$ cat config.mk
export PLATFORM = sky130hd
export DESIGN_NAME = prog_loader
export DESIGN_NICKNAME = d
export VERILOG_FILES = /design/src/rtl/soc_pkg.sv /design/src/rtl/byte_packer.sv /design/src/rtl/prog_loader.sv
export SDC_FILE = /design/constraint.sdc
export NUM_CORES = 1
export LEC_CHECK = 0
export CORE_MARGIN = 2
export CORE_UTILIZATION = 50
export CTS_BUF_LIST = sky130_fd_sc_hd__clkbuf_8
export DETAILED_ROUTE_END_ITERATION = 8
export PLACE_DENSITY_LB_ADDON = 0.1
export SLEW_MARGIN = 20
export SYNTH_ARGS = -nofsm -noshare
export SYNTH_HDL_FRONTEND = slang
export SYNTH_SLANG_ARGS = --single-unit
$ cat constraint.sdc
create_clock -name clk -period 3.7 [get_ports clk]
set_clock_uncertainty 0.05 [all_clocks]
set_input_delay 0.74 -clock clk [delete_from_list [all_inputs] [get_ports clk]]
set_output_delay 0.74 -clock clk [all_outputs]
set_load 0.02 [all_outputs]
$ cat src/rtl/soc_pkg.sv
// Shared SoC definitions for the boot-time program loader.
package soc_pkg;

  localparam int unsigned XLEN_DEFAULT     = 32;
  localparam int unsigned LOADER_HDR_BYTES = 4;

  typedef enum logic [2:0] {
    HDR  = 3'd0,
    DATA = 3'd1,
    CSUM = 3'd2,
    DONE = 3'd3,
    ERR  = 3'd4
  } loader_state_t;

endpackage

$ cat src/rtl/byte_packer.sv
// Assembles little-endian words from a byte stream; lane tracking lives here only.
module byte_packer #(
  parameter int unsigned XLEN = 32
) (
  input  logic            clk,
  input  logic            rst_n,
  input  logic            clear,
  input  logic            in_valid,
  input  logic [7:0]      in_byte,
  output logic [XLEN-1:0] word,
  output logic            word_valid,
  output logic            word_done_c
);

  localparam int unsigned BPW    = XLEN / 8;
  localparam int unsigned LANE_W = (BPW > 1) ? $clog2(BPW) : 1;
  localparam logic [LANE_W-1:0] LAST_LANE = LANE_W'(BPW - 1);

  logic [LANE_W-1:0] lane;
  logic [XLEN-1:0]   partial;
  logic [XLEN-1:0]   merged;

  // Current partial word with the incoming byte dropped into its lane
  always_comb begin
    merged = partial;
    for (int unsigned i = 0; i < BPW; i++) begin
      if (lane == LANE_W'(i)) merged[i*8 +: 8] = in_byte;
    end
  end

  // This byte completes a word (lets the owner count words without lane state)
  always_comb begin
    word_done_c = in_valid && !clear && (lane == LAST_LANE);
  end

  // Lane counter, partial word and one-cycle word strobe
  always_ff @(posedge clk or negedge rst_n) begin
    if (!rst_n) begin
      lane       <= '0;
      partial    <= '0;
      word       <= '0;
      word_valid <= 1'b0;
    end else begin
      word_valid <= 1'b0;
      if (clear) begin
        lane <= '0;
      end else if (in_valid) begin
        partial <= merged;
        if (lane == LAST_LANE) begin
          lane       <= '0;
          word       <= merged;
          word_valid <= 1'b1;
        end else begin
          lane <= lane + LANE_W'(1);
        end
      end
    end
  end

endmodule

$ cat src/rtl/prog_loader.sv
// Boot loader: header word count, packed data words, optional XOR checksum, then core release.
module prog_loader
  import soc_pkg::*;
#(
  parameter int unsigned XLEN     = XLEN_DEFAULT,
  parameter int unsigned ADDR_W   = 30,
  parameter int unsigned DEPTH    = 1024,
  parameter int unsigned CHECK_EN = 1
) (
  input  logic              clk,
  input  logic              rst_n,
  input  logic              rx_valid,
  input  logic [7:0]        rx_data,
  output logic              rx_ready,
  input  logic              restart,
  output logic              mem_we,
  output logic [ADDR_W-1:0] mem_addr,
  output logic [XLEN-1:0]   mem_wdata,
  output logic              core_run,
  output logic              busy,
  output logic              done,
  output logic              err,
  output logic [ADDR_W:0]   words_loaded
);

  localparam int unsigned HDR_CNT_W = $clog2(LOADER_HDR_BYTES);
  localparam int unsigned WL_W      = ADDR_W + 1;

  loader_state_t        state, state_n;
  logic [HDR_CNT_W-1:0] hdr_cnt, hdr_cnt_n;
  logic [31:0]          n_q, n_n, n_full;
  logic [7:0]           acc, acc_n;
  logic [WL_W-1:0]      wl_n;
  logic [ADDR_W-1:0]    addr_n;
  logic                 rx_ready_n, busy_n, done_n, err_n, core_run_n;
  logic                 xfer;
  logic                 pack_valid;
  logic                 pack_clear;
  logic                 word_done_c;
  logic                 hdr_last;
  loader_state_t        after_data;

  assign xfer       = rx_valid && rx_ready;
  assign pack_valid = xfer && (state == DATA);
  assign pack_clear = (state != DATA);
  assign hdr_last   = (hdr_cnt == HDR_CNT_W'(LOADER_HDR_BYTES - 1));
  assign after_data = (CHECK_EN != 0) ? CSUM : DONE;

  byte_packer #(.XLEN(XLEN)) u_packer (
    .clk         (clk),
    .rst_n       (rst_n),
    .clear       (pack_clear),
    .in_valid    (pack_valid),
    .in_byte     (rx_data),
    .word        (mem_wdata),
    .word_valid  (mem_we),
    .word_done_c (word_done_c)
  );

  // Header count with the incoming byte placed at its little-endian position
  always_comb begin
    n_full = n_q;
    for (int unsigned i = 0; i < LOADER_HDR_BYTES; i++) begin
      if (hdr_cnt == HDR_CNT_W'(i)) n_full[i*8 +: 8] = rx_data;
    end
  end

  // Next-state and next-output logic
  always_comb begin
    state_n    = state;
    hdr_cnt_n  = hdr_cnt;
    n_n        = n_q;
    acc_n      = acc;
    wl_n       = words_loaded;
    addr_n     = mem_addr;

    unique case (state)
      HDR: begin
        if (xfer) begin
          n_n       = n_full;
          hdr_cnt_n = hdr_cnt + HDR_CNT_W'(1);
          if (hdr_last) begin
            if (n_full > 32'(DEPTH))  state_n = ERR;
            else if (n_full == 32'd0) state_n = after_data;
            else                      state_n = DATA;
          end
        end
      end
      DATA: begin
        if (xfer) begin
          acc_n = acc ^ rx_data;
          if (word_done_c) begin
            addr_n = ADDR_W'(words_loaded);
            wl_n   = words_loaded + WL_W'(1);
            // Leave DATA together with the last write so a trailing byte is never taken as data
            if ((32'(words_loaded) + 32'd1) == n_q) state_n = after_data;
          end
        end
      end
      CSUM: begin
        if (xfer) state_n = (rx_data == acc) ? DONE : ERR;
      end
      DONE, ERR: begin
        if (restart) begin
          state_n   = HDR;
          hdr_cnt_n = '0;
          acc_n     = '0;
          wl_n      = '0;
        end
      end
      default: state_n = HDR;
    endcase

    rx_ready_n = (state_n == HDR) || (state_n == DATA) || (state_n == CSUM);
    busy_n     = rx_ready_n;
    done_n     = (state_n == DONE);
    err_n      = (state_n == ERR);
    // Release the core one cycle after DONE is entered, and drop it with restart
    core_run_n = (state == DONE) && (state_n == DONE);
  end

  // State and registered outputs
  always_ff @(posedge clk or negedge rst_n) begin
    if (!rst_n) begin
      state        <= HDR;
      hdr_cnt      <= '0;
      n_q          <= '0;
      acc          <= '0;
      words_loaded <= '0;
      mem_addr     <= '0;
      rx_ready     <= 1'b1;
      busy         <= 1'b1;
      done         <= 1'b0;
      err          <= 1'b0;
      core_run     <= 1'b0;
    end else begin
      state        <= state_n;
      hdr_cnt      <= hdr_cnt_n;
      n_q          <= n_n;
      acc          <= acc_n;
      words_loaded <= wl_n;
      mem_addr     <= addr_n;
      rx_ready     <= rx_ready_n;
      busy         <= busy_n;
      done         <= done_n;
      err          <= err_n;
      core_run     <= core_run_n;
    end
  end

endmodule
==> results.yml, run 1 <==
die:
  num_rows: 48
  die_w_um: 135.7
  dieArea_mm2: 0.01842
  core_area_mm2: 0.01712
  boundaryPins: 111
  start_util_pct: 50.69
  die_h_um: 135.7
sta:
  fin_ws_ns: 0.6339
  setup_viol: 0
  slew_headroom_pct: 51.05
  slew_viol_final: 0
  fin_tns_setup_ns: 0
  post-route-min-period_ns: 3.066
  worst_pin_slew_ns: 0.7282
  hold_viol_final: 0
  fmax_mhz: 326.1
  fin_crit_sh_pct: 82.87
  rsz0062_at_grt: "false"
global_routing:
  grt_pass1_vias: 6712
  antenna_found_initial: 0
  grt_pass1_wl_um: 36340
  grtUsageTotal_pct: 25.51
  grt_max_degree: 132
  gr-total-overflow: 0
worst_setup_path:
  crit_arrival_ns: 3.36
  cpPeakStageDelay_ns: 0.75
  critPathLaunchType: "flip-flop"
  cp_cell_sequence: "nand4_2 > nor4_2 > a21oi_1 > or4_1 > nand4b_1 > o31ai_1 > nand3_1"
  reg2reg_from: "words_loaded[10]"
  slowest_stage: "nor4_2"
  worst_r2r_path_depth: 7
  r2r_slack_ns: 0.63
  worstPathMaxFanout: 9
  worstSetupPathType: "flip-flop to flip-flop"
  crit_required_ns: 4.00
  r2r-end: "state[0]"
  end_kind: "flip-flop"
drt:
  wl_um: 22690
  postRouteAntennaNets: 0
  via_per_inst: 5.695
  route.detailed.drc: 0
  drt_pre_antenna_iters: 5
  initialDrtViolationCount: 603
  wl_per_cell_um: 18.01
  vias: 7176
clock_tree:
  cts_tree: "built"
  clkTransAtPathRegs_ns: 0.09
  clock_latency_ns: 0.47
  postCtsSetupRepairBufs: 0
  htree_levels: 4
  clock_sinks: 169
  cts_resized: 0
  ctsHoldBuffers: 0
  cts_made_buffers: 17
  clk_path_buf_depth: 2
  cts_root_buffer: "clkbuf_8"
cells_and_area:
  layout-area-overhead-vs-synth_pct: 20.49
  drive_gt1_share_pct: 11.21
  antenna_cells: 0
  nets: 1044
  seq_area_mm2: 0.004230
  stdcell_area_mm2: 0.01046
  nFillCells: 1511
  multi_input_area_mm2: 0.004081
  instances_no_fill: 1260
placement:
  port_buffers: 110
  dpl.cell_count: 1229
  dp_slack_ns: 0.6325
  placed_area_mm2: 0.01006
  dp_hpwl_um: 15500
  place_congestion: 0.8968
synth:
  ys_seq_elements: 169
  synthCells: 931
  syn-num-nets: 952
  yosysTopAreaCell: "dfrtp_1"
  syn-cell-area_mm2: 0.008677
  synth.most_common_cell: "nand2_1"
  synth_seq_area_share_pct: 48.75
  syn_avg_cell_area_um2: 9.320
  yosysWarnings: 0
  yosys_most_used_dff: "dfrtp_1"
  synthArstFlopShare_pct: 100.0
  yosys-top-cells-area: "dfrtp_1 (48%), nand2_1 (8.5%), o21ai_0 (6.1%)"
  synth_top_area_share_pct: 48.45
  ys_top_cells_by_count: "nand2_1 (197), dfrtp_1 (168), o21ai_0 (106)"
  yosys.cell_types.count: 60
  synth_edf_count: 0
run_status:
  outcome: "completed"
power_and_ir_drop:
  ir_worst_vdd_uv: 410.2
  power_density_mw_per_mm2: 578.1
  p_leak_nw: 4.656
worst_hold_path:
  hp-class: "input pin to async pin"
job:
  max-cap-violations: 0
-- power breakdown --
| part | switching (mW) | internal [mW] | total, mW |
|---|---|---|---|
| combinational | 1.14 | 0.956 | 2.10 |
| sequential | 0.329 | 2.27 | 2.60 |
| clock | 0.695 | 0.649 | 1.34 |
-- per-stage QoR --
| step | utilization (%) | power [mW] | hold WS (ns) |
|---|---|---|---|
| 4_1_cts | 61.08 | 6.093 | 0.1897 |
| 3_3_place_gp | 58.76 | 4.706 | 0.4071 |
| 6_report | 61.08 | 6.044 | 0.1761 |
| 5_1_grt | 61.08 | 6.397 | 0.2234 |
| 3_5_place_dp | 58.76 | 4.736 | 0.4113 |
| 2_1_floorplan | - | 3.909 | 0.3944 |
-- registers in the layout, indices dropped and copies added (netlist names) --
register and cells:
u_packer.word_valid 1, words_loaded 31, u_packer.lane 2, err 1, hdr_cnt 2, mem_addr 30
state 3, acc 8, u_packer.partial 24, busy 1, core_run 1, u_packer.word 32
n_q 32, done 1
-- critical path: cells and delay by family (launching register included) --
family / cells / cell delay, ns
flops: 1 / 0.51
compound gates: 2 / 0.41
simple gates: 5 / 1.97
-- placed cells by master, fill, tap and decap left out, types with 5 or more instances in the layout --
master	instances
nand4_1	13
inv_1	19
ha_1	9
nor3_1	20
o21ai_0	106
xnor2_1	33
or4_1	7
clkdlybuf4s50_1	109
nor4_1	15
nand3_1	22
nor2_1	34
o41ai_1	9
xor2_1	21
and4_1	5
clkbuf_8	20
and3_1	6
o31ai_1	12
nand2_1	197
or3_1	6
a31oi_1	7
and2_1	5
mux2i_1	27
buf_4	33
a211oi_1	5
a21oi_1	23
mux2_2	35
dfrtp_1	168
-- worst max-delay path by stage --
stage	from	end	slack (ns)	cells past startpoint
6_report	words_loaded[10]	state[0]	0.63	7
5_1_grt	words_loaded[10]	state[0]	0.37	7
4_1_cts	words_loaded[10]	state[0]	0.67	7
3_5_place_dp	rx_data[5]	state[0]	0.63	7
3_3_place_gp	rx_data[5]	state[0]	0.65	7
2_1_floorplan	words_loaded[0]	state[0]	0.91	10
-- logic make-up after synthesis --
family,after synthesis,share of synthesized area [%]
DFF,169,48.75
adders and majority gates,9,1.298
and+or+nand+nor,359,19.91
muxes,62,7.657
xor gates and xnor gates,54,5.451
AOI/OAI and AO/OA,186,12.57
buffers and inverters,92,4.355
-- final cells by class --
type,instances,share of cell area (%)
clock buffer,20,2.633
inverter,20,0.7180
tap,225,2.693
clock inverter,11,1.161
sequential,169,40.46
timing repair buffer,145,13.30
multi-input combinational,670,39.04
-- per-layer routing --
layer  GRT usage, %  vias to the layer above  wire [µm]
met5              0                        -          0
met4          10.07                        0        568
met3          3.591                       41       1025
met2          40.32                      218      10800
met1          35.68                     3473      10290
li1               -                     3444          -
No activity file was read; power rests on OpenSTA's default activity.
==> inputs of run 2 (changes only) <==
==> constraint.sdc (replaced) <==
create_clock -name clk -period 2.55 [get_ports clk]
set_clock_uncertainty 0.05 [all_clocks]
set_input_delay 0.51 -clock clk [delete_from_list [all_inputs] [get_ports clk]]
set_output_delay 0.51 -clock clk [all_outputs]
set_load 0.02 [all_outputs]
==> results.yml, run 2 (synthesized netlist as in run 1, its figures left out) <==
run_status:
  outcome: "completed"
power_and_ir_drop:
  comb_power_share_pct: 37.0
  ir_worst_vdd_uv: 567.1
  power_density_mw_per_mm2: 784.9
  p_sw_mw: 3.240
  p_leak_nw: 5.205
  clockPowerShare_pct: 20.9
  power_mw: 8.864
  intPower_mw: 5.624
  swShare_pct: 36.56
  seq_power_share_pct: 42.0
clock_tree:
  clock_latency_ns: 0.48
  cts_root_buffer: "clkbuf_8"
  postCtsSetupRepairBufs: 0
  clk_path_buf_depth: 2
  cts_tree: "built"
  clkTransAtPathRegs_ns: 0.09
  cts_made_buffers: 17
  htree_levels: 4
  clock_sinks: 169
drt:
  via_per_inst: 5.546
  wl_per_cell_um: 17.51
  initialDrtViolationCount: 454
  vias: 7576
  postRouteAntennaNets: 0
  route.detailed.drc: 0
  wl_um: 23920
  drt_pre_antenna_iters: 5
sta:
  post-route-min-period_ns: 2.530
  worst_pin_slew_ns: 0.5595
  slew_headroom_pct: 62.70
  fin_crit_sh_pct: 99.20
  fmax_mhz: 395.3
  fin_tns_setup_ns: 0
  rsz0062_at_grt: "true"
  slew_viol_final: 0
  setup_viol: 0
  hold_slack_ns: 0.4272
  hold_viol_final: 0
die:
  die_w_um: 135.7
  die_h_um: 135.7
  num_rows: 48
  core_area_mm2: 0.01712
  dieArea_mm2: 0.01842
  boundaryPins: 111
  start_util_pct: 50.69
worst_setup_path:
  r2r_slack_ns: 0.02
  crit_family: "simple AND/OR/NAND/NOR gates"
  worstPathMaxFanout: 4
  critPathLaunchType: "flip-flop"
  crit_arrival_ns: 2.84
  crit_top_cell: "nand3_1"
  crit_required_ns: 2.86
  cp_cell_sequence: "buf_6 > ha_4 > and4_1 > or4_1 > o22ai_1 > nand3_1 > a2111o_1 > o31ai_1 > nand3_1"
  cpPeakStageDelay_ns: 0.47
  path_buf_inv: 1
  worstSetupPathType: "flip-flop to flip-flop"
  end_kind: "flip-flop"
  slowest_stage: "or4_1"
cells_and_area:
  biggestRegsByFlops: "n_q: 32 flops, u_packer.word: 32 flops, words_loaded: 31 flops"
  nets: 1149
  nFillCells: 1476
  multi_input_area_mm2: 0.004120
  antenna_cells: 0
  layout-area-overhead-vs-synth_pct: 30.15
  seq_area_mm2: 0.004234
  mostFrequentLayoutCells: "nand2_1 (197), dfrtp_1 (165), buf_4 (134)"
  final_common_cell: "nand2_1"
  postLayoutCoreUtil_pct: 65.98
  drive_gt1_share_pct: 19.89
global_routing:
  grt_max_degree: 120
  antenna_found_initial: 0
  grt_pass1_vias: 7511
  gr-total-overflow: 0
  grtUsageTotal_pct: 27.51
  grt_pass1_wl_um: 39210
placement:
  port_buffers: 110
  place_congestion: 0.9035
  dp_hpwl_um: 17440
worst_hold_path:
  hp-class: "flip-flop to flip-flop"
job:
  max-cap-violations: 0
-- run 2: repair_timing --
item / 4_1_cts / 5_1_grt
cloned: 0 / 0
endpoints found under the hold margin: 54 / 0
pin swaps: 1 / 0
hold buffers: 1 / 0
setup endpoints to repair: 1 / 2
resized for setup: 1 / 0
-- run 2: metal layers --
layer	GRT usage [%]	share of wire, %	vias up
met2	44.44	48	212
met5	0	0	-
met3	4.863	4.3	51
met4	11.28	3.2	0
met1	36.81	44	3672
li1	-	-	3641
-- run 2: worst paths after layout --
path                                 start                to  cells after the start
setup reg to reg           words_loaded[1]          state[0]                      9
hold reg to reg               mem_addr[13]      mem_addr[13]                      2
hold / removal                mem_addr[13]      mem_addr[13]                      2
min in group asynchronous            rst_n       mem_addr[2]                      2
setup / recovery           words_loaded[1]          state[0]                      9
max in group asynchronous            rst_n  words_loaded[29]                      3
-- run 2: final cells by class --
class / instances / share of cell area [%]
repair buffers: 250 / 19.57
inverters: 20 / 0.6647
well taps: 225 / 2.493
clock inverters: 15 / 1.230
clock buffers: 17 / 2.072
multi-input cells: 670 / 36.48
flip-flops and latches: 169 / 37.49
-- run 2: stage by stage --
step / cells / setup WS, ns / area [µm²]
2_1_floorplan: 931 / -0.04273 / 8736
3_3_place_gp: 1333 / -0.1341 / 10910
3_5_place_dp: 1333 / -0.1359 / 10910
4_1_cts: 1366 / 0.01783 / 11290
5_1_grt: 1366 / -0.08661 / 11290
6_report: 1366 / 0.02031 / 11290
-- run 2: worst reg2reg max path, delay by kind of cell (launching register included) --
family	cells	cell delay (ns)
AND/OR/NAND/NOR	4	0.86
AO/OA/AOI/OAI	3	0.80
flip-flops	1	0.44
adder cells (fa/ha/maj)	1	0.16
buffers and inverters	1	0.12
-- run 2: power groups by stage --
| stage | Combinational (mW) | Clock (mW) | Sequential, mW |
|---|---|---|---|
| 4_1_cts | 3.31 | 1.89 | 3.72 |
| 3_5_place_dp | 3.29 | 0 | 3.77 |
| 6_report | 3.28 | 1.86 | 3.72 |
| 5_1_grt | 3.62 | 2.00 | 3.80 |
| 3_3_place_gp | 3.24 | 0 | 3.75 |
| 2_1_floorplan | 1.63 | 0 | 4.07 |
